[src/rtl/button_debounce_repeat.sv]
// button_debounce_repeat: synchronises and debounces a raw push-button, emitting
// registered press/release/click pulses with optional auto-repeat clicks while held.
module button_debounce_repeat #(
    parameter int SYNC_STAGES     = 2,
    parameter int CNT_W           = 20,
    parameter int DEBOUNCE_CYCLES = 1000000,
    parameter int REPEAT_DELAY    = 50000000,
    parameter int REPEAT_PERIOD   = 10000000
) (
    input  logic clk,
    input  logic reset,
    input  logic btn_in,
    input  logic repeat_en,
    output logic btn_level,
    output logic press_pulse,
    output logic release_pulse,
    output logic click
);
    localparam logic [CNT_W-1:0] DEB_LAST = CNT_W'(DEBOUNCE_CYCLES - 1);
    localparam logic [CNT_W-1:0] DLY_LAST = CNT_W'(REPEAT_DELAY - 1);
    localparam logic [CNT_W-1:0] PER_LAST = CNT_W'(REPEAT_PERIOD - 1);
    localparam logic [CNT_W-1:0] ONE      = CNT_W'(1);

    typedef enum logic [2:0] {IDLE, ARM, HELD, REPEAT, DISARM} state_t;

    state_t                 state_q;
    logic [SYNC_STAGES-1:0] sync_q;
    logic [CNT_W-1:0]       cnt_q;
    logic                   btn_s;
    logic                   level_q;
    logic                   press_q;
    logic                   release_q;
    logic                   click_q;

    assign btn_s         = sync_q[SYNC_STAGES-1];
    assign btn_level     = level_q;
    assign press_pulse   = press_q;
    assign release_pulse = release_q;
    assign click         = click_q;

    always_ff @(posedge clk) begin
        if (reset) begin
            sync_q    <= '0;
            cnt_q     <= '0;
            state_q   <= IDLE;
            level_q   <= 1'b0;
            press_q   <= 1'b0;
            release_q <= 1'b0;
            click_q   <= 1'b0;
        end else begin
            sync_q    <= {sync_q[SYNC_STAGES-2:0], btn_in};
            press_q   <= 1'b0;
            release_q <= 1'b0;
            click_q   <= 1'b0;
            case (state_q)
                IDLE: begin
                    if (btn_s) begin
                        state_q <= ARM;
                        cnt_q   <= '0;
                    end
                end
                ARM: begin
                    if (!btn_s) begin
                        state_q <= IDLE;
                    end else if (cnt_q == DEB_LAST) begin
                        state_q <= HELD;
                        cnt_q   <= '0;
                        level_q <= 1'b1;
                        press_q <= 1'b1;
                        click_q <= 1'b1;
                    end else begin
                        cnt_q <= cnt_q + ONE;
                    end
                end
                HELD: begin
                    if (!btn_s) begin
                        state_q <= DISARM;
                        cnt_q   <= '0;
                    end else if (!repeat_en) begin
                        cnt_q <= '0;
                    end else if (cnt_q == DLY_LAST) begin
                        state_q <= REPEAT;
                        cnt_q   <= '0;
                        click_q <= 1'b1;
                    end else begin
                        cnt_q <= cnt_q + ONE;
                    end
                end
                REPEAT: begin
                    if (!btn_s) begin
                        state_q <= DISARM;
                        cnt_q   <= '0;
                    end else if (!repeat_en) begin
                        state_q <= HELD;
                        cnt_q   <= '0;
                    end else if (cnt_q == PER_LAST) begin
                        cnt_q   <= '0;
                        click_q <= 1'b1;
                    end else begin
                        cnt_q <= cnt_q + ONE;
                    end
                end
                DISARM: begin
                    // a bounce back to pressed returns to HELD silently and restarts the repeat delay
                    if (btn_s) begin
                        state_q <= HELD;
                        cnt_q   <= '0;
                    end else if (cnt_q == DEB_LAST) begin
                        state_q   <= IDLE;
                        level_q   <= 1'b0;
                        release_q <= 1'b1;
                    end else begin
                        cnt_q <= cnt_q + ONE;
                    end
                end
                default: state_q <= IDLE;
            endcase
        end
    end
endmodule

[config.mk]
export PLATFORM = sky130hd
export DESIGN_NAME = button_debounce_repeat
export DESIGN_NICKNAME = d
export VERILOG_FILES = /design/src/rtl/button_debounce_repeat.sv
export SDC_FILE = /design/constraint.sdc
export NUM_CORES = 1
export LEC_CHECK = 0
export BUFFER_PORTS_ARGS = -buffer_cell sky130_fd_sc_hd__clkbuf_2
export CAP_MARGIN = 0
export CELL_PAD_IN_SITES_DETAIL_PLACEMENT = 1
export CELL_PAD_IN_SITES_GLOBAL_PLACEMENT = 1
export CORE_MARGIN = 3
export CORE_UTILIZATION = 45
export DETAILED_ROUTE_END_ITERATION = 10
export GPL_TIMING_DRIVEN = 0
export PLACE_DENSITY_LB_ADDON = 0.1
export SYNTH_ARGS = -nofsm -noshare
export SYNTH_HDL_FRONTEND = slang
export SYNTH_SLANG_ARGS = --single-unit
[constraint.sdc]
create_clock -name clk -period 2.9 [get_ports clk]
set_input_delay 0.145 -clock clk [delete_from_list [all_inputs] [get_ports clk]]
set_output_delay 0.145 -clock clk [all_outputs]
set_load 0.02 [all_outputs]
==> results of run 1 <==
[metrics by stage]
step | power [mW] | setup WS (ps) | hold WS (ps)
2_1_floorplan | 0.4485 | 1115 | 273.2
3_3_place_gp | 0.4608 | 849.7 | 356.3
3_5_place_dp | 0.4636 | 822.6 | 377.4
4_1_cts | 0.7154 | 805.1 | 39.41
5_1_grt | 0.7402 | 686.1 | 45.83
6_report | 0.7090 | 793.5 | 43.79
[Yosys cell counts, types with 3 or more instances]
master / number / share of area (%)
nand2b_1: 4 / 1.5
a211oi_1: 3 / 1.4
xnor2_1: 13 / 7.0
nor4_1: 8 / 3.1
and3_1: 3 / 1.2
nand2_1: 17 / 3.9
or3_1: 4 / 1.5
a31oi_1: 7 / 2.7
dfxtp_1: 29 / 36
nand4_1: 4 / 1.5
nor2_1: 20 / 4.6
or2_2: 4 / 1.5
nor3_1: 14 / 4.3
a21oi_1: 9 / 2.8
buf_2: 4 / 1.2
inv_1: 6 / 1.4
nand3_1: 9 / 2.8
[kinds of logic after synthesis]
group	count (synthesis)	synth area share (%)
buffers and inverters	15	5.308
flip-flops	29	35.69
adder cells (fa/ha/maj)	1	0.7691
XOR/XNOR	13	7.000
AO/OA/AOI/OAI	34	14.38
AND/OR/NAND/NOR	105	36.84
[power by group]
group | leakage [nW] | internal, mW | total (mW) | switching [mW]
Combinational | 0.271 | 0.0165 | 0.0487 | 0.0323
Clock | 0.0314 | 0.114 | 0.254 | 0.140
Sequential | 0.234 | 0.403 | 0.406 | 0.00325
[area by class of cell]
cell class / instances / share of cell area, %
plain buffers: 9 / 3.607
clock buffers: 7 / 3.112
inverters: 6 / 1.273
multi-input cells: 153 / 54.24
flip-flops and latches: 29 / 32.81
well taps: 46 / 3.253
repair buffers: 6 / 1.697
[cell usage in the layout, fill, tap and decap left out, drive strengths merged, types with 2 or more instances in the layout]
master and instances:
dfxtp 29, nor2 20, nand2 17, clkbuf 16, nor3 14, xnor2 13, nand3 10, a21oi 9
nor4 8, a31oi 7, inv 6, buf 6, nand2b 4, or2 4, nand4 4, or3 4
and3 4, a211oi 4, o21ai 4, nor4b 3, nand3b 2, and2 2, nor3b 2, a31o 2
nor2b 2, and3b 2
[registers in the layout, summed over array words and instances, names as in the netlist]
register       cells
click              1
release_pulse      1
state_q            3
press_pulse        1
btn_level          1
sync_q             2
cnt_q             20
[how the worst max path moves through the flow]
stage,startpoint,to,slack [ps],cells after the start
detailed placement,cnt_q[0],cnt_q[0],820,8
floorplan,cnt_q[0],cnt_q[0],1110,8
CTS,cnt_q[0],cnt_q[0],810,8
finish,cnt_q[0],cnt_q[0],790,8
global route,cnt_q[0],cnt_q[3],690,8
global placement,cnt_q[0],cnt_q[0],850,8
[routing by layer]
layer / GRT usage (%) / share of wire [%] / vias up
li1: - / - / 736
met1: 28.47 / 46 / 729
met5: 0 / 0 / -
met2: 37.42 / 50 / 24
met3: 4.252 / 3.2 / 4
met4: 7.107 / 0.93 / 0
[critical path, cell delays in order, from the launching register on]
cell and delay (ps):
dfxtp_1 430, ha_1 280, and3_4 230, and3_1 160
buf_6 140, o211ai_1 130, a211oi_2 260, buf_2 280
nor3_1 90
==> flow_summary.json, run 1 <==
{
  "fmax_mhz": 474.7,
  "drt_wl_total_mm": 4.279,
  "maxSlewHeadroom_pct": 53.92,
  "end_kind": "flip-flop",
  "port_buffers": 6,
  "vias_per_cell": 5.832,
  "min_path_type": "input port to flip-flop",
  "grt_pass1_wl_mm": 7.479,
  "fin_cells": 256,
  "ir_drop_mv": 0.1701,
  "r2r_setup_slack_ps": 790,
  "ff2ff_path_depth": 8,
  "setup_viol": 0,
  "first_global_vias": 1534,
  "powerDensity_nw_per_um2": 400.7,
  "final.period_utilization_pct": 72.64,
  "rsz0062_at_grt": "false",
  "crit_required_ps": 3110,
  "drt_iter0_markers": 174,
  "finalHoldViolCount": 0,
  "syn_area_sq_um": 1627,
  "status": "complete, no violations",
  "vias": 1493,
  "max_cap_violations": 0,
  "hold_buffers": 0,
  "yosysSeqAreaShare_pct": 35.69,
  "cts_tree": "yes",
  "clk_latency_ps": 330,
  "regToRegStartpoint": "cnt_q[0]",
  "grt.overflow.total": 0,
  "fin_util_pct": 51.79,
  "synthArstFlopShare_pct": 0,
  "ant_nets": 0,
  "worstHoldStart": "btn_in",
  "ys_ff_latch": 29,
  "wire_per_inst_um": 16.71,
  "cts_buffers": 5,
  "drc": 0,
  "placedCellCount": 249,
  "die_y_um": 66.12,
  "synth_cells": 197,
  "start_kind": "flip-flop",
  "min_period_ps": 2107,
  "holdPathEnd": "sync_q[0]",
  "htree_levels": 2,
  "initial_utilization_pct": 47.62,
  "clockBufferDepth": 2,
  "syn_nets": 202,
  "critPathKind": "flip-flop to flip-flop",
  "reg2reg_to": "cnt_q[0]",
  "power_leakage_nw": 0.5370,
  "antenna_found_initial": 0,
  "clkSinkCount": 29,
  "report.final.slew_viol_count": 0,
  "rows": 21,
  "syn_area_per_cell_sq_um": 8.257,
  "fin_nets": 215,
  "whs_path_depth": 2,
  "multi_input_area_sq_um": 959.7,
  "finalClockSkew_ps": 10.72,
  "critPathMaxFanout": 10,
  "grt_max_degree": 11,
  "synth_edf_count": 0,
  "first_pass_iters": 4,
  "postLayoutCellArea_sq_um": 1769,
  "place_congestion": 0.8361,
  "fp.dieW_um": 66.12,
  "post_cts_buffers": 0,
  "cp.arrival_ps": 2320,
  "cts_resized": 0,
  "synth.distinct_cells": 46,
  "drive_above_1_share_pct": 16.67,
  "die_area_sq_um": 4372,
  "synthToLayoutAreaGrowth_pct": 8.769,
  "dp_hpwl_mm": 3.147,
  "place_area_sq_um": 1714,
  "worstMarginPinSlew_ps": 686.5,
  "seqCellArea_sq_um": 580.6,
  "tns_ps": 0,
  "core_area_sq_um": 3416,
  "ios": 8,
  "ys_warn_count": 0,
  "antenna_cells": 0,
  "grt_usage_pct": 22.27,
  "path_clk_slew_ps": 90,
  "root_buffer": "clkbuf_4",
  "num-fill-cells": 438,
  "synth_ff_type": "dfxtp_1"
}
No activity file was read; power rests on OpenSTA's default activity.
==> run 2, diff against run 1 <==
--- a/config.mk
+++ b/config.mk
@@ -5,12 +5,13 @@
 export SDC_FILE = /design/constraint.sdc
 export NUM_CORES = 1
 export LEC_CHECK = 0
+export ABC_AREA = 1
 export BUFFER_PORTS_ARGS = -buffer_cell sky130_fd_sc_hd__clkbuf_2
 export CAP_MARGIN = 0
 export CELL_PAD_IN_SITES_DETAIL_PLACEMENT = 1
 export CELL_PAD_IN_SITES_GLOBAL_PLACEMENT = 1
 export CORE_MARGIN = 3
-export CORE_UTILIZATION = 45
+export CORE_UTILIZATION = 39
 export DETAILED_ROUTE_END_ITERATION = 10
 export GPL_TIMING_DRIVEN = 0
 export PLACE_DENSITY_LB_ADDON = 0.1
==> constraint.sdc (replaced) <==
create_clock -name clk -period 1.9 [get_ports clk]
set_input_delay 0.095 -clock clk [delete_from_list [all_inputs] [get_ports clk]]
set_output_delay 0.095 -clock clk [all_outputs]
set_load 0.02 [all_outputs]
==> run 2 against run 1 <==
Effect of this change:
- register-to-register slack got worse by 660 ps
- sequential share of layout area shrank 7.0 points
- synthesized cell count increased by 57%
- critical path depth rose by 2
- maximum frequency increased by 19%
- design area is 28% higher
- flip-flop and latch count did not move
- non-clock buffer count did not move
- setup slack got worse by 660 ps
- first-iteration DRC count down 52%
- count of clock-buffer cells in the layout grew 1
- global-route usage fell by 2.8 points
==> flow_summary.json, run 2 <==
{
  "intPower_mw": 1.203,
  "crit_required_ps": 2130,
  "swShare_pct": 41.18,
  "synthToLayoutAreaGrowth_pct": 16.01,
  "grt_pass1_wl_mm": 9.128,
  "worstMarginPinSlew_ps": 566.9,
  "power_switching_mw": 0.8420,
  "ir_drop_mv": 0.5111,
  "final_common_cell": "nand2_1",
  "synth_ff_type": "dfxtp_1",
  "fin_nets": 331,
  "antenna_cells": 0,
  "reg_top3": "cnt_q x20, state_q x3, sync_q x2",
  "p_clk_share_pct": 24.1,
  "grt.overflow.total": 0,
  "die_y_um": 76.63,
  "die_area_sq_um": 5872,
  "synthArstFlopShare_pct": 0,
  "synth_top_area_share_pct": 29.84,
  "min_period_ps": 1766,
  "synth_edf_count": 0,
  "max_cap_violations": 0,
  "final_cell_mix": "nand2_1 (84), nor2_1 (44), inv_1 (40), nand3_1 (28), dfxtp_1 (27)",
  "rows": 25,
  "critPathSlowestCell": "dfxtp_1",
  "num-fill-cells": 678,
  "finalHoldViolCount": 0,
  "multi_input_area_sq_um": 1219,
  "critPathMaxFanout": 10,
  "start_kind": "flip-flop",
  "cp.arrival_ps": 2000,
  "drive_above_1_share_pct": 18.35,
  "vias": 1972,
  "clockBufferDepth": 2,
  "synth_most_common_cell": "nand2_1",
  "min_path_type": "input port to flip-flop",
  "synth_top_area_cell": "dfxtp_1",
  "synth_cells": 310,
  "path_buf_inv": 2,
  "cp_slowest_stage_delay_ps": 390,
  "cts_buffers": 5,
  "drc": 0,
  "power_leakage_nw": 0.9142,
  "htree_levels": 2,
  "antenna_found_initial": 0,
  "port_buffers": 7,
  "drt_iter0_markers": 83,
  "critPathTopFamily": "simple AND/OR/NAND/NOR gates",
  "ant_nets": 0,
  "ff2ff_path_depth": 10,
  "report.final.slew_viol_count": 0,
  "hold_buffers": 0,
  "critPathKind": "flip-flop to flip-flop",
  "core_area_sq_um": 4786,
  "vias_per_cell": 5.005,
  "ios": 8,
  "ys_top_cells_by_count": "nand2_1 (84), nor2_1 (46), inv_1 (41)",
  "place_congestion": 0.7940,
  "ys_ff_latch": 29,
  "fmax_mhz": 566.2,
  "crit_path_cell_trace": "ha_4 -> nand2_1 -> nor2_4 -> nand4_4 -> nand2_8 -> inv_4 -> nand3_2 -> nand2_4 -> clkbuf_16 -> nor2_4",
  "initial_utilization_pct": 40.65,
  "cpMostUsedCell": "nor2_4",
  "ys_warn_count": 0,
  "end_kind": "flip-flop",
  "grt_max_degree": 11,
  "cts_tree": "yes",
  "comb_power_share_pct": 42.6,
  "power_mw": 2.045,
  "hold_slack_ps": 3.584,
  "synth.distinct_cells": 29,
  "finalClockSkew_ps": 8.872,
  "whs_path_depth": 3,
  "syn_area_sq_um": 1946,
  "yosysSeqAreaShare_pct": 29.84,
  "seqCellArea_sq_um": 583.1,
  "status": "complete, no violations",
  "fin_util_pct": 47.16,
  "clkSinkCount": 29,
  "fp.dieW_um": 76.63,
  "dp_hpwl_mm": 4.056,
  "largest_reg_flops": 20,
  "setup_viol": 0,
  "path_clk_slew_ps": 70,
  "cp_num_cells": 10,
  "clk_latency_ps": 280,
  "top_register": "cnt_q",
  "syn_nets": 315,
  "syn_area_per_cell_sq_um": 6.276,
  "drt_wl_total_mm": 5.406,
  "first_pass_iters": 4,
  "first_global_vias": 1982,
  "grt_usage_pct": 19.43,
  "ys_top_cells_by_area": "dfxtp_1 (30%), nand2_1 (16%), nor2_1 (8.9%)",
  "maxSlewHeadroom_pct": 62.21,
  "wire_per_inst_um": 13.72,
  "seqPwrFrac_pct": 33.3,
  "root_buffer": "clkbuf_8",
  "r2r_setup_slack_ps": 130,
  "final.period_utilization_pct": 92.96,
  "powerDensity_nw_per_um2": 905.8
}
-- run 2: cell types whose count changed after synthesis, moves of 6 or more --
cell	previous run	this run
xnor2_1	13	1
nand2_1	17	84
inv_1	6	41
nand3_1	9	30
a31oi_1	7	0
nor4_1	8	0
nor2_2	0	9
nand4_1	4	11
nor3_1	14	8
nor2_1	20	46
nor2_4	0	9
-- run 2: kinds of logic (layout without fill, tap and decap cells) --
group	after synthesis	in the layout	synth area share, %
simple gates	208	208	52.09
buf+inv	51	68	11.06
flops	29	29	29.84
compound gates	18	18	5.016
xor+xnor	3	3	1.351
fa+ha+maj	1	1	0.6430
-- run 2: metrics by stage --
step	instances	TNS (ps)	setup WS (ps)	area [sq um]
global route	394	-134.6	-22.18	2257
CTS	392	0	2.723	2156
global placement	384	-542.6	-64.62	2064
floorplan	310	0	272.3	1946
finish	394	0	133.8	2257
detailed placement	384	-970.8	-95.92	2064
-- run 2: power by group through the flow --
stage | clock, mW | sequential [mW] | combinational [mW]
final | 0.492 | 0.681 | 0.871
after global routing | 0.537 | 0.684 | 0.980
after CTS | 0.510 | 0.674 | 0.776
after detailed placement | 0 | 0.688 | 0.756
after global placement | 0 | 0.688 | 0.749
after floorplan | 0 | 0.679 | 0.569
-- run 2: repair_timing --
item                                    in CTS  in global routing
pin swaps                                    1                  3
endpoints found under the setup margin      18                 20
buffers inserted                             0                  1
endpoints found under the hold margin        0                  0
cloned                                       0                  1
resized for setup                            3                 17
-- run 2: cell type report --
| cell class | count | share of cell area, % |
|---|---|---|
| sequential | 29 | 25.83 |
| timing repair buffer | 9 | 2.993 |
| multi-input combinational | 230 | 53.99 |
| buffer | 6 | 2.328 |
| tap | 67 | 3.714 |
| inverter | 45 | 7.594 |
| clock buffer | 8 | 3.548 |
-- run 2: per-layer routing --
metal / part of all wire (%) / global-route usage, %
met1: 49 / 25.65
met3: 1.9 / 3.664
met5: 0 / 0
met2: 47 / 31.63
met4: 1.9 / 6.703
-- run 2: path summary, 6_finish.rpt --
path	to	startpoint
setup / recovery	cnt_q[16]	cnt_q[1]
hold / removal	sync_q[0]	btn_in
setup reg to reg	cnt_q[16]	cnt_q[1]
hold reg to reg	sync_q[1]	sync_q[0]
-- run 2: tightest hold or removal path, stage by stage --
cell and delay (ps):
clkbuf_2 80, inv_1 40, nor2_1 30
==> run 3, diff against run 2 <==
--- a/config.mk
+++ b/config.mk
@@ -5,13 +5,12 @@
 export SDC_FILE = /design/constraint.sdc
 export NUM_CORES = 1
 export LEC_CHECK = 0
-export ABC_AREA = 1
 export BUFFER_PORTS_ARGS = -buffer_cell sky130_fd_sc_hd__clkbuf_2
 export CAP_MARGIN = 0
 export CELL_PAD_IN_SITES_DETAIL_PLACEMENT = 1
 export CELL_PAD_IN_SITES_GLOBAL_PLACEMENT = 1
-export CORE_MARGIN = 3
-export CORE_UTILIZATION = 39
+export CORE_MARGIN = 2
+export CORE_UTILIZATION = 41
 export DETAILED_ROUTE_END_ITERATION = 10
 export GPL_TIMING_DRIVEN = 0
 export PLACE_DENSITY_LB_ADDON = 0.1
==> run 3 against run 2 <==
Effect of this change:
- the flow now finishes with violations (setup timing)
- sequential power decreased by 9.0%
- die area decreased by 24%
- via count decreased by 20%
- global-route usage increased by 3.9 points
- final cell count decreased by 31%
- critical path depth decreased by 1
- register-to-register slack got worse by 240 ps
- design area decreased by 8.5%
- critical path type unchanged
- largest cell class unchanged
==> flow_summary.json, run 3 (synthesis results as in run 1) <==
{
  "crit_path_cell_trace": "ha_4 -> and3_4 -> and3_4 -> buf_6 -> o211ai_1 -> a211oi_2 -> buf_4 -> buf_6 -> nor3_2",
  "max_cap_violations": 0,
  "fin_cells": 272,
  "hold_buffers": 0,
  "critPathSlowestCell": "dfxtp_4",
  "min_path_type": "input port to flip-flop",
  "first_pass_iters": 4,
  "report.final.slew_viol_count": 0,
  "place_congestion": 0.8001,
  "grt_usage_pct": 23.36,
  "cp_slowest_stage_delay_ps": 370,
  "port_buffers": 6,
  "die_y_um": 66.99,
  "cp.arrival_ps": 2170,
  "finalClockSkew_ps": 6.915,
  "ant_nets": 0,
  "violations": "setup timing",
  "drc": 0,
  "fp.dieW_um": 66.99,
  "antenna_cells": 0,
  "first_global_vias": 1634,
  "rsz0062_at_grt": "true",
  "grt_pass1_wl_mm": 7.879,
  "cts_tree": "yes",
  "path_buf_inv": 3,
  "synthToLayoutAreaGrowth_pct": 26.92,
  "initial_utilization_pct": 43.45,
  "top_register": "cnt_q",
  "clockBufferDepth": 2,
  "fin_nets": 228,
  "crit_required_ps": 2060,
  "reg_top3": "cnt_q x20, state_q x3, sync_q x2",
  "htree_levels": 2,
  "critPathKind": "flip-flop to flip-flop",
  "root_buffer": "clkbuf_8",
  "worstMarginPinSlew_ps": 633.8,
  "final_common_cell": "dfxtp_1",
  "drive_above_1_share_pct": 33.04,
  "drt_iter0_markers": 121,
  "grt_max_degree": 11,
  "powerDensity_nw_per_um2": 637.8,
  "path_clk_slew_ps": 70,
  "critPathTopFamily": "buffers and inverters",
  "clk_latency_ps": 290,
  "grt.overflow.total": 0,
  "fmax_mhz": 497.7,
  "clkSinkCount": 29,
  "placedCellCount": 251,
  "final_cell_mix": "dfxtp_1 (20), nand2_1 (17), nor2_1 (15), nor3_1 (13), xnor2_1 (13)",
  "ios": 8,
  "core_area_sq_um": 3744,
  "power_leakage_nw": 0.6465,
  "maxSlewHeadroom_pct": 57.71,
  "largest_reg_flops": 20,
  "ir_drop_mv": 0.2708,
  "critPathMaxFanout": 6,
  "vias_per_cell": 5.798,
  "min_period_ps": 2009,
  "power_mw": 1.317,
  "die_area_sq_um": 4487,
  "finalHoldViolCount": 0,
  "status": "finished, violations left",
  "setup_ws_ps": -109.1,
  "fin_util_pct": 55.15,
  "vias": 1577,
  "antenna_found_initial": 0,
  "rows": 22,
  "final.period_utilization_pct": 105.7,
  "setup_viol": 21,
  "drt_wl_total_mm": 4.918,
  "wire_per_inst_um": 18.08,
  "cts_buffers": 5,
  "start_kind": "flip-flop",
  "end_kind": "flip-flop",
  "dp_hpwl_mm": 3.042
}
[run 3: cell types whose count changed in the layout (fill, tap and decap cells not counted), sizes merged, moves of 12 or more]
cell   delta
nand2    -71
nor2     -44
inv      -38
nand3    -23
buf      +12
xnor2    +12
[run 3: layer usage]
layer / track usage, % / routed length, um / vias to the layer above
li1: - / - / 770
met1: 29.26 / 2280 / 778
met2: 40.13 / 2421 / 19
met3: 4.561 / 146 / 10
met4: 7.143 / 70 / 0
met5: 0 / 0 / -
[run 3: repair_timing]
action,CTS,global route
pin swaps,1,8
endpoints found under the hold margin,0,0
setup buffers,6,5
gates resized for setup,13,24
setup endpoints to repair,20,22
cloned,1,1
[run 3: where the power goes]
group	switching (mW)	total [mW]	leakage, nW	internal, mW
Sequential	0.00599	0.620	0.239	0.614
Combinational	0.0707	0.121	0.353	0.0506
Clock	0.249	0.576	0.0542	0.327
Total	0.326	1.32	0.646	0.991
[run 3: final timing paths]
kind / slack (ps) / cells past startpoint / to / start
setup reg to reg: -110 / 9 / cnt_q[0] / cnt_q[1]
hold / removal: 20 / 2 / sync_q[0] / btn_in
setup / recovery: -110 / 9 / cnt_q[0] / cnt_q[1]
hold reg to reg: 440 / 1 / sync_q[1] / sync_q[0]
[run 3: per-stage QoR]
stage | hold slack [ps] | instance area [sq um] | TNS, ps | worst slack, ps
floorplan | 223.2 | 1627 | 0 | 114.8
finish | 18.91 | 2064 | -1578 | -109.1
global placement | 310.3 | 1717 | -3068 | -181.6
global route | 42.37 | 2064 | -2883 | -166.5
detailed placement | 312.7 | 1717 | -3768 | -209.9
CTS | 18.23 | 1914 | 0 | 2.702
[run 3: final cells by class]
type                            instances  area (sq um)
Fill cell                             466          1679
Multi-Input combinational cell        153          1060
Sequential cell                        29         596.8
Timing Repair Buffer                   19         142.6
Clock buffer                            7         96.34
Buffer                                  9         81.33
Tap cell                               48         60.06
Inverter                                6         22.52
Clock inverter                          1         5.005
